File: config.mk
export PLATFORM = sky130hd
export DESIGN_NAME = pixel_stream_source
export DESIGN_NICKNAME = d
export VERILOG_FILES = /design/src/rtl/render_pkg.sv /design/src/rtl/raster_counter.sv /design/src/rtl/pixel_stream_source.sv
export SDC_FILE = /design/constraint.sdc
export NUM_CORES = 1
export LEC_CHECK = 0
export BUFFER_PORTS_ARGS = -buffer_cell sky130_fd_sc_hd__clkbuf_2
export CAP_MARGIN = 20
export CORE_ASPECT_RATIO = 1.25
export CORE_MARGIN = 8
export CORE_UTILIZATION = 48
export CTS_CLUSTER_SIZE = 24
export DETAILED_ROUTE_END_ITERATION = 10
export PLACE_DENSITY = 0.76
export SLEW_MARGIN = 10
export SYNTH_ARGS = -nofsm -noshare
export SYNTH_HDL_FRONTEND = slang
export SYNTH_HIERARCHICAL = 1
export SYNTH_SLANG_ARGS = --single-unit
File: constraint.sdc
create_clock -name clk -period 1.9 [get_ports clk]
set_input_delay 0.38 -clock clk [delete_from_list [all_inputs] [get_ports clk]]
set_output_delay 0.38 -clock clk [all_outputs]
set_load 0.01 [all_outputs]
File: src/rtl/render_pkg.sv
// Shared widths and FSM state type for the render stream blocks.
package render_pkg;

  localparam int unsigned X_W     = 11;
  localparam int unsigned Y_W     = 12;
  localparam int unsigned COLOR_W = 8;

  typedef enum logic [0:0] {
    StIdle,
    StScan
  } scan_state_e;

endpackage

File: src/rtl/raster_counter.sv
// Raster x/y position counter: advances on en, wraps at line and frame ends,
// and flags the last column and the last pixel of the frame.
module raster_counter
  import render_pkg::*;
#(
  parameter int unsigned H_RES = 640,
  parameter int unsigned V_RES = 480
) (
  input  logic           clk,
  input  logic           rst,
  input  logic           en,
  output logic [X_W-1:0] x,
  output logic [Y_W-1:0] y,
  output logic           x_last,
  output logic           frame_last
);

  logic y_last;

  always_comb begin
    x_last     = (x == X_W'(H_RES - 1));
    y_last     = (y == Y_W'(V_RES - 1));
    frame_last = x_last && y_last;
  end

  always_ff @(posedge clk) begin
    if (rst) begin
      x <= '0;
      y <= '0;
    end else if (en) begin
      if (x_last) begin
        x <= '0;
        y <= y_last ? '0 : y + Y_W'(1);
      end else begin
        x <= x + X_W'(1);
      end
    end
  end

endmodule

File: src/rtl/pixel_stream_source.sv
// Raster-order pixel stream source with stall, continuous mode and registered outputs.
// Define PIXEL_STREAM_TEST_PATTERN_EN for an x/y test pattern instead of BG_COLOR.
module pixel_stream_source
  import render_pkg::*;
#(
  parameter int unsigned H_RES    = 640,
  parameter int unsigned V_RES    = 480,
  parameter logic [23:0] BG_COLOR = 24'h000000
) (
  input  logic                      clk,
  input  logic                      rst,
  input  logic                      start,
  input  logic                      continuous,
  input  logic                      stall,
  output logic signed [X_W-1:0]     x,
  output logic signed [Y_W-1:0]     y,
  output logic        [COLOR_W-1:0] r,
  output logic        [COLOR_W-1:0] g,
  output logic        [COLOR_W-1:0] b,
  output logic                      valid,
  output logic                      sof,
  output logic                      eol,
  output logic                      eof,
  output logic                      busy,
  output logic                      done
);

  scan_state_e          state_q;
  logic [X_W-1:0]       cnt_x;
  logic [Y_W-1:0]       cnt_y;
  logic                 cnt_x_last;
  logic                 cnt_frame_last;
  logic                 adv;
  logic                 finish;
  logic [COLOR_W-1:0]   pix_r, pix_g, pix_b;

  raster_counter #(
    .H_RES (H_RES),
    .V_RES (V_RES)
  ) u_raster_counter (
    .clk        (clk),
    .rst        (rst),
    .en         (adv),
    .x          (cnt_x),
    .y          (cnt_y),
    .x_last     (cnt_x_last),
    .frame_last (cnt_frame_last)
  );

  // eof marks the cycle in which continuous is sampled to decide wrap vs. stop.
  always_comb begin
    finish = (state_q == StScan) && eof && !continuous;
    adv    = ((state_q == StIdle) && start) ||
             ((state_q == StScan) && !finish && !stall);
  end

`ifdef PIXEL_STREAM_TEST_PATTERN_EN
  always_comb begin
    pix_r = cnt_x[COLOR_W-1:0];
    pix_g = cnt_y[COLOR_W-1:0];
    pix_b = cnt_x[COLOR_W-1:0] ^ cnt_y[COLOR_W-1:0];
  end
`else
  always_comb begin
    pix_r = BG_COLOR[23:16];
    pix_g = BG_COLOR[15:8];
    pix_b = BG_COLOR[7:0];
  end
`endif

  always_ff @(posedge clk) begin
    if (rst) begin
      state_q <= StIdle;
      x       <= '0;
      y       <= '0;
      r       <= '0;
      g       <= '0;
      b       <= '0;
      valid   <= 1'b0;
      sof     <= 1'b0;
      eol     <= 1'b0;
      eof     <= 1'b0;
      busy    <= 1'b0;
      done    <= 1'b0;
    end else begin
      valid <= 1'b0;
      sof   <= 1'b0;
      eol   <= 1'b0;
      eof   <= 1'b0;
      done  <= 1'b0;
      if (adv) begin
        state_q <= StScan;
        busy    <= 1'b1;
        valid   <= 1'b1;
        x       <= cnt_x;
        y       <= cnt_y;
        r       <= pix_r;
        g       <= pix_g;
        b       <= pix_b;
        sof     <= (cnt_x == '0) && (cnt_y == '0);
        eol     <= cnt_x_last;
        eof     <= cnt_frame_last;
      end else if (finish) begin
        state_q <= StIdle;
        busy    <= 1'b0;
        done    <= 1'b1;
      end
    end
  end

endmodule

==> metrics.txt, run 1 <==
# TYPE chip_impl_metric gauge
chip_impl_info{name="crit_path_cell_trace",value="nor2b_1 > o22ai_4 > nand3_4 > or4_4 > or3_1 > a21oi_1"} 1
chip_impl_metric{name="antenna_violating_nets_post_route",unit=""} 0
chip_impl_info{name="largest_area_contributor_in_the_synthesized_netlist",value="dfxtp_1"} 1
chip_impl_metric{name="synthesis_stage_register_bit_count",unit=""} 52
chip_impl_metric{name="register_area",unit="µm²"} 1045
chip_impl_metric{name="synth_cells",unit=""} 265
chip_impl_metric{name="setup_viol_count_final",unit=""} 0
chip_impl_info{name="post_synth_main_area_contributors",value="dfxtp_1 (43%), mux2i_1 (9.6%), buf_4 (7.5%)"} 1
chip_impl_metric{name="finalCritPeriodShare",unit="%"} 93.58
chip_impl_metric{name="maximum_number_of_pins_on_one_net_before_global_route_repair",unit=""} 31
chip_impl_metric{name="die_height",unit="µm"} 95.16
chip_impl_info{name="outcome",value="completed"} 1
chip_impl_metric{name="required",unit="ns"} 2.14
chip_impl_metric{name="synth_enable_flop_cells",unit=""} 0
chip_impl_metric{name="postSynth.asyncResetShare",unit="%"} 0
chip_impl_metric{name="x_dimension_of_the_die",unit="µm"} 79.33
chip_impl_metric{name="multi_input_comb_area",unit="µm²"} 1202
chip_impl_info{name="synth_flop_cell",value="dfxtp_1"} 1
chip_impl_metric{name="first_pass_iters",unit=""} 4
chip_impl_info{name="cpLargestDelayFamily",value="simple AND/OR/NAND/NOR gates"} 1
chip_impl_metric{name="antenna_cells",unit=""} 0
chip_impl_info{name="min_from",value="start"} 1
chip_impl_metric{name="top_level_ports",unit=""} 58
chip_impl_info{name="critPathCaptureType",value="register"} 1
chip_impl_metric{name="route.detailed.drc",unit=""} 0
chip_impl_metric{name="wl_final",unit="µm"} 5116
chip_impl_metric{name="first_pass_grt_wire_length",unit="µm"} 8528
chip_impl_metric{name="die-area",unit="µm²"} 7548
chip_impl_metric{name="syn_avg_cell_area",unit="µm²"} 9.079
chip_impl_metric{name="holdBufCountCts",unit=""} 0
chip_impl_info{name="netlist_top_cells_count",value="dfxtp_1 (52), nor2_1 (28), buf_4 (24)"} 1
chip_impl_metric{name="yosys.cell_types.count",unit=""} 39
chip_impl_metric{name="worst_skew_pair.late_latency",unit="ns"} 0.31
chip_impl_metric{name="syn_to_final_growth",unit="%"} 14.66
chip_impl_metric{name="avgViaCountPerCell",unit=""} 5.110
chip_impl_metric{name="dpl_worst_slack",unit="ns"} -0.006419
chip_impl_metric{name="detail_route.iter0.violations",unit=""} 110
chip_impl_metric{name="met3WireLength",unit="µm"} 336
chip_impl_metric{name="globalRouteOverflowTotal",unit=""} 0
chip_impl_metric{name="report.final.slew_viol_count",unit=""} 0
chip_impl_info{name="cts.root.buffer_cell",value="clkbuf_8"} 1
chip_impl_info{name="cp-startpoint",value="eof"} 1
chip_impl_metric{name="synthesis.area",unit="µm²"} 2406
chip_impl_metric{name="cts.htree.levels",unit=""} 2
chip_impl_info{name="rsz_0062_raised_after_global_routing",value="false"} 1
chip_impl_metric{name="route.detailed.wl_per_inst",unit="µm"} 13.72
chip_impl_metric{name="grt_pass1_vias",unit=""} 1925
chip_impl_metric{name="buffer_ports.inserted",unit=""} 33
chip_impl_metric{name="max-clock-path-buffers",unit=""} 2
chip_impl_metric{name="timing.final.ws_setup",unit="ns"} 0.1219
chip_impl_metric{name="fmax",unit="MHz"} 562.4
chip_impl_metric{name="floorplan.core_area",unit="µm²"} 4971
chip_impl_metric{name="detailroute.via_count",unit=""} 1906
chip_impl_metric{name="ys_seq_area_share",unit="%"} 43.27
chip_impl_metric{name="slowest_delay",unit="ns"} 0.48
chip_impl_metric{name="crit_fanout",unit=""} 7
chip_impl_metric{name="cp_data_arrival_time",unit="ns"} 2.01
chip_impl_info{name="timing.rr.start",value="eof"} 1
chip_impl_info{name="start_kind",value="register"} 1
chip_impl_metric{name="synthesis.yosys.warnings",unit=""} 6
chip_impl_metric{name="synth_largest_type_area_fraction",unit="%"} 43.27
chip_impl_metric{name="finalNetCount",unit=""} 318
chip_impl_metric{name="hold_viol_final",unit=""} 0
chip_impl_info{name="timing.hold.worst.class",value="primary input to register"} 1
chip_impl_metric{name="critPathBufInv",unit=""} 0
chip_impl_metric{name="final.setup_skew",unit="ns"} 0.003228
chip_impl_metric{name="wl_met1",unit="µm"} 2107
chip_impl_info{name="critical-path-slowest-cell",value="or4_4"} 1
chip_impl_metric{name="power_leakage",unit="µW"} 0.001128
chip_impl_metric{name="vdd.ir_drop.worst",unit="mV"} 0.3762
chip_impl_metric{name="ratio_of_cells_with_drive_above_1_in_the_final_layout",unit="%"} 23.47
chip_impl_metric{name="power.total",unit="µW"} 1843
chip_impl_info{name="critPathKind",value="register to register"} 1
chip_impl_info{name="yosys.cell_count.top_type",value="dfxtp_1"} 1
chip_impl_metric{name="wl_met2",unit="µm"} 2550
chip_impl_metric{name="dpl.hpwl",unit="µm"} 3805
chip_impl_metric{name="gp_routability_congestion",unit=""} 0.8441
chip_impl_metric{name="rows",unit=""} 29
chip_impl_metric{name="grtUsageTotal",unit="%"} 13.95
chip_impl_metric{name="areal_power_density_over_the_cells",unit="nW/µm²"} 668.1
chip_impl_metric{name="starting_density",unit="%"} 48.40
chip_impl_metric{name="tritoncts.num_buffers",unit=""} 5
chip_impl_metric{name="cts_sinks",unit=""} 52
chip_impl_metric{name="drv.max_cap_violation_count",unit=""} 0
chip_impl_metric{name="number_of_antenna_violations_at_the_first_check_in_global_routing",unit=""} 0
chip_impl_metric{name="min_period",unit="ns"} 1.778
chip_impl_metric{name="n_fill_cell",unit=""} 462
chip_impl_metric{name="clk_transition_reported_paths",unit="ns"} 0.09
chip_impl_info{name="highest_layer",value="met4"} 1
chip_impl_info{name="cts_tree",value="done"} 1
## sequential cells by signal, summed over array words and instances (netlist names)
register / flops
y: 12
u_raster_counter/y: 12
eol: 1
done: 1
valid: 1
sof: 1
x: 11
u_raster_counter/x: 11
eof: 1
state_q: 1
## worst min-delay path, cell delays in order
cell	delay (ns)
clkbuf_2	0.09
nor2_1	0.08
a211oi_1	0.05
## final cells by class
cell class	count	area share (%)
multi-input combinational	188	43.58
sequential	52	37.87
timing repair buffer	53	11.43
tap	62	2.812
clock buffer	6	2.630
inverter	11	1.497
clock inverter	1	0.1814
## worst paths after layout
kind	end	slack [ns]	depth (start not counted)
max	u_raster_counter/y[2]	0.12	6
min	state_q	0.32	3
max reg2reg	u_raster_counter/y[2]	0.12	6
min reg2reg	x[10]	0.50	2
## cell usage in the layout (no fill, tap or decap), types with 2 or more instances in the layout
cell / instances
a211oi_1: 3
a21oi_1: 9
a21oi_2: 5
and2_1: 3
and3_1: 3
and4_1: 3
buf_4: 20
clkbuf_2: 33
clkbuf_8: 5
conb_1: 24
dfxtp_1: 51
ha_1: 2
inv_1: 11
mux2i_1: 23
nand2_1: 8
nand2b_1: 3
nand3_1: 10
nand3b_1: 2
nand4_1: 5
nor2_1: 28
nor3_1: 10
nor4_1: 8
o21ai_0: 3
o32ai_1: 6
or3_1: 7
or4_1: 2
xnor2_1: 5
xor2_1: 3
## kinds of logic after synthesis
logic type      Yosys count  synth area share [%]
compound gates           29                 7.956
other cells               1                0.1559
mux                      23                 9.568
xor+xnor                  8                 2.912
simple gates            102                 23.14
fa+ha+maj                 2                 1.040
flops                    52                 43.27
buf+inv                  48                 11.96
## report_power, final
part | switching, µW | total [µW] | internal, µW
logic | 91.9 | 146 | 54.5
clock network | 339 | 590 | 251
registers | 7.82 | 1110 | 1100
total | 438 | 1840 | 1400
## what timing repair did
item	4_1_cts	5_1_grt
setup endpoints to repair	0	2
resized for setup	0	1
endpoints found under the hold margin	0	0
buffers inserted	0	0
## per-layer routing
metal | track usage (%) | up-vias
met1 | 14.41 | 864
met5 | 0 | -
met2 | 25.12 | 58
li1 | - | 973
met3 | 4.245 | 11
met4 | 6.656 | 0
## metrics by stage
stage | cell area [µm²] | TNS [ns] | instances | utilization [%] | hold slack (ns)
after global placement | 2679 | 0 | 366 | 53.89 | 0.4764
after CTS | 2756 | 0 | 373 | 55.45 | 0.3184
after detailed placement | 2679 | -0.008697 | 366 | 53.89 | 0.4838
after floorplan | 2542 | -0.5090 | 288 | - | 0.4689
after global routing | 2759 | 0 | 373 | 55.50 | 0.3295
final | 2759 | 0 | 373 | 55.50 | 0.3246
No activity file was read; power rests on OpenSTA's default activity.
==> inputs of run 2 (changes only) <==
--- a/config.mk
+++ b/config.mk
@@ -7,9 +7,10 @@
 export LEC_CHECK = 0
 export BUFFER_PORTS_ARGS = -buffer_cell sky130_fd_sc_hd__clkbuf_2
 export CAP_MARGIN = 20
-export CORE_ASPECT_RATIO = 1.25
+export CORE_ASPECT_RATIO = 0.8
 export CORE_MARGIN = 8
 export CORE_UTILIZATION = 48
+export CTS_BUF_LIST = sky130_fd_sc_hd__clkbuf_16
 export CTS_CLUSTER_SIZE = 24
 export DETAILED_ROUTE_END_ITERATION = 10
 export PLACE_DENSITY = 0.76
==> run 2 against run 1 <==
Against the previous run:
- first-iteration DRC count up 49%
- clock skew rose by 0.0022 ns
- sequential power is essentially flat
==> metrics.txt, run 2 (same netlist as run 1, synthesis figures left out) <==
# TYPE chip_impl_metric gauge
chip_impl_info{name="outcome",value="completed"} 1
chip_impl_metric{name="clock_power_share",unit="%"} 40.3
chip_impl_metric{name="globalRouteOverflowTotal",unit=""} 0
chip_impl_metric{name="worst_skew_pair.late_latency",unit="ns"} 0.28
chip_impl_metric{name="wl_final",unit="µm"} 5282
chip_impl_metric{name="die_height",unit="µm"} 79.33
chip_impl_metric{name="number_of_antenna_violations_at_the_first_check_in_global_routing",unit=""} 0
chip_impl_metric{name="x_dimension_of_the_die",unit="µm"} 95.16
chip_impl_metric{name="final.setup_skew",unit="ns"} 0.005384
chip_impl_info{name="critPathCaptureType",value="register"} 1
chip_impl_metric{name="cp_data_arrival_time",unit="ns"} 2.02
chip_impl_info{name="start_kind",value="register"} 1
chip_impl_info{name="crit_path_cell_trace",value="nand4bb_1 > or4_4 > or3_1 > a21oi_1"} 1
chip_impl_metric{name="detailroute.via_count",unit=""} 1939
chip_impl_metric{name="grtUsageTotal",unit="%"} 13.97
chip_impl_metric{name="route.detailed.drc",unit=""} 0
chip_impl_metric{name="power_leakage",unit="µW"} 0.001151
chip_impl_info{name="cpLargestDelayFamily",value="simple AND/OR/NAND/NOR gates"} 1
chip_impl_metric{name="power_frac_seq",unit="%"} 52.8
chip_impl_info{name="critical-path-slowest-cell",value="or4_4"} 1
chip_impl_metric{name="cts.htree.levels",unit=""} 2
chip_impl_metric{name="detail_route.iter0.violations",unit=""} 164
chip_impl_info{name="rsz_0062_raised_after_global_routing",value="true"} 1
chip_impl_metric{name="fraction_of_power_spent_switching_nets",unit="%"} 22.25
chip_impl_info{name="grt_busiest_layer",value="met2"} 1
chip_impl_metric{name="grt_pass1_vias",unit=""} 1754
chip_impl_metric{name="rows",unit=""} 23
chip_impl_metric{name="slowest_delay",unit="ns"} 0.62
chip_impl_metric{name="required",unit="ns"} 2.12
chip_impl_metric{name="ratio_of_cells_with_drive_above_1_in_the_final_layout",unit="%"} 24.76
chip_impl_metric{name="first_pass_iters",unit=""} 4
chip_impl_metric{name="crit_fanout",unit=""} 9
chip_impl_metric{name="max-slew-margin-rel",unit="%"} 59.88
chip_impl_metric{name="gp_routability_congestion",unit=""} 0.9038
chip_impl_info{name="timing.rr.start",value="u_raster_counter/x[7]"} 1
chip_impl_info{name="largest_registers",value="u_raster_counter/y (12), y (12)"} 1
chip_impl_metric{name="tritoncts.num_buffers",unit=""} 5
chip_impl_metric{name="avgViaCountPerCell",unit=""} 5.198
chip_impl_metric{name="worst_pin_slew",unit="ns"} 0.5963
chip_impl_metric{name="cts_sinks",unit=""} 52
chip_impl_metric{name="setup_viol_count_final",unit=""} 0
chip_impl_metric{name="final_core_util",unit="%"} 57.41
chip_impl_info{name="layout.cells.most_common",value="dfxtp_1"} 1
chip_impl_info{name="critPathKind",value="register to register"} 1
chip_impl_info{name="r2r_end",value="u_raster_counter/y[2]"} 1
chip_impl_metric{name="die-area",unit="µm²"} 7548
chip_impl_metric{name="antenna_violating_nets_post_route",unit=""} 0
chip_impl_info{name="min_from",value="start"} 1
chip_impl_metric{name="dpl.hpwl",unit="µm"} 3805
chip_impl_metric{name="finalCritPeriodShare",unit="%"} 95.03
chip_impl_metric{name="met2_usage",unit="%"} 19.97
chip_impl_metric{name="drv.max_cap_violation_count",unit=""} 0
chip_impl_metric{name="buffer_ports.inserted",unit=""} 33
chip_impl_metric{name="n_fill_cell",unit=""} 452
chip_impl_metric{name="areal_power_density_over_the_cells",unit="nW/µm²"} 743.4
chip_impl_metric{name="syn_to_final_growth",unit="%"} 17.42
chip_impl_metric{name="vdd.ir_drop.worst",unit="mV"} 0.5423
chip_impl_info{name="layout_common_cells",value="dfxtp_1 (50), clkbuf_2 (33), nor2_1 (28)"} 1
chip_impl_metric{name="grt.met3_usage",unit="%"} 3.861
chip_impl_info{name="cts.root.buffer_cell",value="clkbuf_16"} 1
chip_impl_metric{name="first_pass_grt_wire_length",unit="µm"} 8556
chip_impl_metric{name="post_cts.repair.setup_buffers",unit=""} 0
chip_impl_metric{name="ff2ff_path_depth",unit=""} 4
chip_impl_metric{name="groute.layer.met1.usage",unit="%"} 19.91
chip_impl_info{name="timing.hold.worst.class",value="primary input to register"} 1
chip_impl_metric{name="maximum_number_of_pins_on_one_net_before_global_route_repair",unit=""} 24
chip_impl_metric{name="power.total",unit="µW"} 2100
chip_impl_metric{name="max-clock-path-buffers",unit=""} 2
chip_impl_metric{name="comb_power_share",unit="%"} 6.9
chip_impl_metric{name="antenna_cells",unit=""} 0
chip_impl_metric{name="floorplan.core_area",unit="µm²"} 4921
chip_impl_metric{name="top_level_ports",unit=""} 58
chip_impl_metric{name="clk_transition_reported_paths",unit="ns"} 0.06
chip_impl_metric{name="critPathBufInv",unit=""} 0
chip_impl_metric{name="r2r_setup_slack",unit="ns"} 0.09
chip_impl_metric{name="switchingPower",unit="µW"} 467.3
chip_impl_metric{name="hold_path_depth",unit=""} 3
chip_impl_metric{name="report.final.slew_viol_count",unit=""} 0
chip_impl_metric{name="min_period",unit="ns"} 1.806
chip_impl_metric{name="hold_viol_final",unit=""} 0
chip_impl_metric{name="route.detailed.wl_per_inst",unit="µm"} 14.16
chip_impl_metric{name="placedInstanceArea",unit="µm²"} 2679
chip_impl_metric{name="starting_density",unit="%"} 48.89
chip_impl_info{name="cts_tree",value="done"} 1
chip_impl_metric{name="power.internal",unit="µW"} 1633
chip_impl_metric{name="fmax",unit="MHz"} 553.8
chip_impl_metric{name="finalNetCount",unit=""} 318
chip_impl_info{name="min_to",value="state_q"} 1
chip_impl_metric{name="design_area",unit="µm²"} 2825
[run 2: routing by layer]
layer	wire length, µm	share of wire [%]
met5	0	0
met4	51	0.97
met3	469	8.9
met2	2242	42
met1	2518	48
[run 2: area by class of cell]
class	instances	area (µm²)	area share [%]
multi-input combinational	188	1210	42.83
timing repair buffer	53	315.3	11.16
tap	62	77.57	2.746
sequential	52	1044	36.94
inverter	11	41.29	1.461
clock inverter	2	12.51	0.4429
clock buffer	5	125.1	4.429
[run 2: timing repair]
item / CTS / global route
endpoints found under the setup margin: 0 / 3
hold buffers: 0 / 0
resized for setup: 0 / 3
[run 2: through the flow]
stage | setup WS, ns | hold slack (ns) | setup TNS, ns | std cells
floorplan | -0.1078 | 0.4689 | -0.5090 | 288
global route | -0.04184 | 0.3864 | -0.04184 | 373
global placement | 0.03028 | 0.4763 | 0 | 366
CTS | 0.1103 | 0.3523 | 0 | 373
detailed placement | 0.01371 | 0.4810 | 0 | 366
finish | 0.09435 | 0.3589 | 0 | 373
[run 2: worst register-to-register path, cell delays in order (launching register included)]
cell	delay [ns]
dfxtp_1	0.38
nand4bb_1	0.28
or4_4	0.62
or3_1	0.33
a21oi_1	0.14
[run 2: worst max-delay path by stage]
stage	slack, ns	to	cells after the start	from
after floorplan	-0.11	u_raster_counter/y[4]	7	stall
after detailed placement	0.01	u_raster_counter/y[2]	7	stall
after CTS	0.11	u_raster_counter/y[2]	4	u_raster_counter/x[9]
after global placement	0.03	u_raster_counter/y[4]	7	stall
after global routing	-0.04	u_raster_counter/y[4]	4	u_raster_counter/x[7]
final	0.09	u_raster_counter/y[2]	4	u_raster_counter/x[7]
[run 2: power by group through the flow]
| stage | logic (µW) | clock network [µW] | registers, µW |
|---|---|---|---|
| floorplan | 144 | 0 | 1140 |
| global placement | 141 | 0 | 1130 |
| global route | 159 | 918 | 1110 |
| detailed placement | 142 | 0 | 1130 |
| finish | 144 | 847 | 1110 |
| CTS | 143 | 868 | 1110 |
